File: src/rtl/io_out_fifo_pkg.sv
// Shared constants and helpers for the CPU output FIFO peripheral.
package io_out_fifo_pkg;

    localparam int unsigned IO_DATA_W     = 8;
    localparam int unsigned IO_FIFO_DEPTH = 4;

    // Pointer width for a power-of-two depth: ceil(log2(depth)).
    function automatic int unsigned io_aw(input int unsigned depth);
        int unsigned w;
        w = 0;
        for (int unsigned i = 0; i < 32; i++) begin
            if ((32'd1 << i) < depth) w = i + 1;
        end
        return w;
    endfunction

endpackage

File: src/rtl/io_fifo_mem.sv
// DEPTH x WIDTH storage for the output FIFO: synchronous write, combinational read.
module io_fifo_mem
    import io_out_fifo_pkg::*;
#(
    parameter int unsigned WIDTH = IO_DATA_W,
    parameter int unsigned DEPTH = IO_FIFO_DEPTH,
    parameter int unsigned AW    = io_aw(DEPTH)
) (
    input  logic             clk,
    input  logic             we,
    input  logic [AW-1:0]    waddr,
    input  logic [WIDTH-1:0] wdata,
    input  logic [AW-1:0]    raddr,
    output logic [WIDTH-1:0] rdata
);

    logic [WIDTH-1:0] mem [DEPTH];

    always_ff @(posedge clk) begin
        if (we) mem[waddr] <= wdata;
    end

    assign rdata = mem[raddr];

endmodule

File: src/rtl/io_out_fifo.sv
// CPU output FIFO with valid/ready drain side and full/empty/count status.
// IO_OUT_OVF_STICKY_EN enables the sticky overflow flag; otherwise ovf is 0.
module io_out_fifo
    import io_out_fifo_pkg::*;
#(
    parameter int unsigned WIDTH = IO_DATA_W,
    parameter int unsigned DEPTH = IO_FIFO_DEPTH,
    parameter int unsigned AW    = io_aw(DEPTH)
) (
    input  logic             clk,
    input  logic             reset,
    input  logic             cpu_we,
    input  logic [WIDTH-1:0] cpu_wd,
    output logic             full,
    output logic             empty,
    output logic [AW:0]      count,
    output logic             out_valid,
    output logic [WIDTH-1:0] out_data,
    input  logic             out_ready,
    output logic             ovf,
    input  logic             ovf_clr
);

    logic [AW-1:0] wr_ptr;
    logic [AW-1:0] rd_ptr;
    logic [AW:0]   count_q;
    logic          push;
    logic          pop;

    assign empty     = (count_q == '0);
    assign full      = (count_q == (AW+1)'(DEPTH));
    assign out_valid = ~empty;
    assign count     = count_q;

    // A full FIFO still accepts a write when the head leaves in the same cycle.
    assign pop  = out_valid & out_ready;
    assign push = cpu_we & (~full | pop);

    always_ff @(posedge clk or negedge reset) begin
        if (!reset) begin
            wr_ptr  <= '0;
            rd_ptr  <= '0;
            count_q <= '0;
        end else begin
            if (push) wr_ptr <= wr_ptr + 1'b1;
            if (pop)  rd_ptr <= rd_ptr + 1'b1;
            case ({push, pop})
                2'b10:   count_q <= count_q + 1'b1;
                2'b01:   count_q <= count_q - 1'b1;
                default: count_q <= count_q;
            endcase
        end
    end

    io_fifo_mem #(
        .WIDTH (WIDTH),
        .DEPTH (DEPTH),
        .AW    (AW)
    ) u_mem (
        .clk   (clk),
        .we    (push),
        .waddr (wr_ptr),
        .wdata (cpu_wd),
        .raddr (rd_ptr),
        .rdata (out_data)
    );

`ifdef IO_OUT_OVF_STICKY_EN
    logic drop;
    logic ovf_q;

    assign drop = cpu_we & full & ~pop;

    // Set has priority over clear so a drop in the clearing cycle is not lost.
    always_ff @(posedge clk or negedge reset) begin
        if (!reset)       ovf_q <= 1'b0;
        else if (drop)    ovf_q <= 1'b1;
        else if (ovf_clr) ovf_q <= 1'b0;
    end

    assign ovf = ovf_q;
`else
    logic unused_ovf_clr;
    assign unused_ovf_clr = ovf_clr;
    assign ovf = 1'b0;
`endif

endmodule

File: config.mk
export PLATFORM = sky130hd
export DESIGN_NAME = io_out_fifo
export DESIGN_NICKNAME = d
export VERILOG_FILES = /design/src/rtl/io_out_fifo_pkg.sv /design/src/rtl/io_fifo_mem.sv /design/src/rtl/io_out_fifo.sv
export SDC_FILE = /design/constraint.sdc
export NUM_CORES = 1
export LEC_CHECK = 0
export ABC_AREA = 0
export ABC_CLOCK_PERIOD_IN_PS = 2400
export CORE_MARGIN = 1
export CORE_UTILIZATION = 52
export CTS_CLUSTER_SIZE = 40
export DETAILED_ROUTE_END_ITERATION = 12
export PLACE_DENSITY = 0.87
export SYNTH_ARGS = -nofsm -noshare
export SYNTH_HDL_FRONTEND = slang
export SYNTH_SLANG_ARGS = --single-unit
File: constraint.sdc
create_clock -name clk -period 2.4 [get_ports clk]
set_input_delay 0.72 -clock clk [delete_from_list [all_inputs] [get_ports clk]]
set_output_delay 0.72 -clock clk [all_outputs]
set_load 0.005 [all_outputs]
==> results.toml <==
[yosys]
synthTopCellsByCount = "edfxtp_1, inv_1, mux4_2"
synth_area_leaders = "edfxtp_1, mux4_2, dfrtp_1, ha_1, and2_2"
synth_ff_type = "edfxtp_1"
ys_ff_latch = 39
synth_top_area_cell = "edfxtp_1"
ys_seq_area_frac = 0.671
syn_nets = 117
async_reset_ff_frac = 0.179
ys_warn_count = 0
synth_area_per_cell_um2 = 17.1
ys_types = 31
synth.cell_area_mm2 = 0.00169
synth_edf_count = 32
synth_most_common_cell = "edfxtp_1"
syn_inst = 99
synth.top_cell.area_share = 0.568

[worst_setup_path]
crit_family = "multiplexers"
critPathMaxFanout = 3
slowest_stage = "mux4_2"
start_kind = "register"
critical-path-max-stage-delay_ns = 0.49
required_ns = 1.68
cp_data_arrival_time_ns = 1.67
setup.worst_path.end_class = "output port"
crit_top_cell = "buf_6"
critical_path.cell_chain = "buf_6, buf_6, buf_6, mux4_2, buf_2"
cp_num_buf_inv = 4
worstSetupPathType = "register to output port"

[pwr]
leakagePower_nw = 0.834
switchingPower_w = 0.000749
internal-power_w = 0.00167
comb_power_share = 0.451
p_clk_frac = 0.126
irDropWorstVdd_v = 0.000600
p_per_area_mw_per_mm2 = 1130
p_sw_frac = 0.310
seqPwrFrac = 0.423

[drt]
dr_total_vias = 990
wl_per_cell_um = 16.5
drtAntennaViolNets = 0
drt_iter0_drc = 23
post_drt_via_cell_ratio = 5.32
first_pass_iters = 4
routed_wl_mm = 3.07
post-route-drc-count = 0

[grt]
grt_antenna_before_repair = 0
grt_pass1_vias = 1001
grt_use_met2 = 0.336
grt_start_max_net_pins = 12
grt-busiest-layer = "met2"
grt_use_met1 = 0.237
gr-total-overflow = 0
grt_pass1_wl_mm = 4.69
grtUsageMet3 = 0.0393
grt_usage = 0.198

[cts]
cts-buffers-inserted = 5
htreeDepth = 2
clk-insertion-delay-late_ns = 0.34
cts.sinks = 39
cts_root_buffer = "clkbuf_4"
cts_tree = "yes"
cts_buffer_depth = 2
clk_pin_slew_ns = 0.10

[sta]
worst_clock_skew_ns = 0.00723
hold_violations = 0
setup_tns_ns = 0
timing.final.crit_share = 0.998
setup_viol = 0
fmax_ghz = 0.418
min_period_ns = 2.39
rsz0062_at_grt = "true"
timing.final.max_slew_violations = 0
holdWs_ns = 0.592

[floorplanning]
dieHeight_um = 59.1
start_util = 0.550
boundaryPins = 28
die_w_um = 59.1
core-area_mm2 = 0.00308
dieArea_mm2 = 0.00349
rows = 20

[finish]
antenna_cells = 0
layout.nets = 159
area_growth_pct = 26.1
drive_gt1_frac = 0.317

[status]
status = "finished clean"

[job]
drv_cap = 0

[place]
globalplace.congestion = 0.821
hpwl_mm = 1.95
port_buffers = 25

[min_path]
hold_class = "register to register"
metal layers:
layer,vias to the layer above,part of all wire
li1,450,-
met1,504,0.39
met2,29,0.54
met3,7,0.042
met4,0,0.020
met5,-,0
area by class of cell:
class	count	area, µm²
Clock inverter	2	7.51
Timing Repair Buffer	41	365
Sequential cell	39	1140
Inverter	8	30.0
Clock buffer	6	41.3
Tap cell	44	55.1
Fill cell	194	943
Multi-Input combinational cell	46	497
placed cells by master, fill, tap and decap left out, types with 4 or more instances in the layout:
cell type | Yosys | final
inv_1 | 8 | 8
clkbuf_4 | 0 | 5
buf_4 | 1 | 11
dfrtp_1 | 7 | 5
clkdlybuf4s50_1 | 0 | 14
mux4_2 | 8 | 8
edfxtp_1 | 32 | 32
ha_1 | 4 | 4
buf_6 | 1 | 5
and2_2 | 4 | 4
sequential cells by signal (all words and copies together), names as in the netlist:
signal,cells
count,3
wr_ptr,2
rd_ptr,2
u_mem.mem,32
kinds of logic (layout without fill, tap and decap cells):
group | Yosys count | in the layout | share of synthesized area
and+or+nand+nor | 17 | 17 | 0.0599
muxes | 9 | 9 | 0.115
AOI/OAI and AO/OA | 9 | 9 | 0.0451
xor gates and xnor gates | 5 | 5 | 0.0259
other | 1 | 1 | 0.00222
adders and majority gates | 5 | 5 | 0.0414
buffers and inverters | 14 | 57 | 0.0392
DFF | 39 | 39 | 0.671
worst paths after layout:
check / startpoint / endpoint / slack [ns] / cells after the start
worst max register to register: count[1] / count[1] / 0.37 / 6
worst min-delay path: wr_ptr[1] / wr_ptr[1] / 0.59 / 1
worst min register to register: wr_ptr[1] / wr_ptr[1] / 0.59 / 1
min in group asynchronous: reset / count[1] / 0.64 / 1
max in group asynchronous: reset / rd_ptr[1] / 1.48 / 1
worst max-delay path: rd_ptr[0] / out_data[1] / 0.005 / 5
what timing repair did:
action / CTS / global route
setup buffers: 6 / 4
setup endpoints to repair: 11 / 8
pin swaps: 0 / 1
hold buffers: 0 / 0
resized for setup: 26 / 7
per-stage QoR:
step	power (W)	worst slack, ns	util	instances	instance area [µm²]
after floorplan	0.00156	0.287	-	99	1690
after global placement	0.00196	-0.0557	0.652	168	2010
after detailed placement	0.00203	-0.162	0.652	168	2010
after CTS	0.00239	-0.0954	0.686	182	2110
after global routing	0.00257	-0.0802	0.693	186	2130
final	0.00242	0.00528	0.693	186	2130
power by group through the flow:
stage	Combinational (W)	Clock, W	Sequential [W]
floorplan	0.000569	0	0.000990
global placement	0.000941	0	0.00102
finish	0.00109	0.000305	0.00102
global route	0.00118	0.000341	0.00104
CTS	0.00105	0.000315	0.00102
detailed placement	0.000989	0	0.00104
Note: power is estimated with default switching activity, not from simulation.
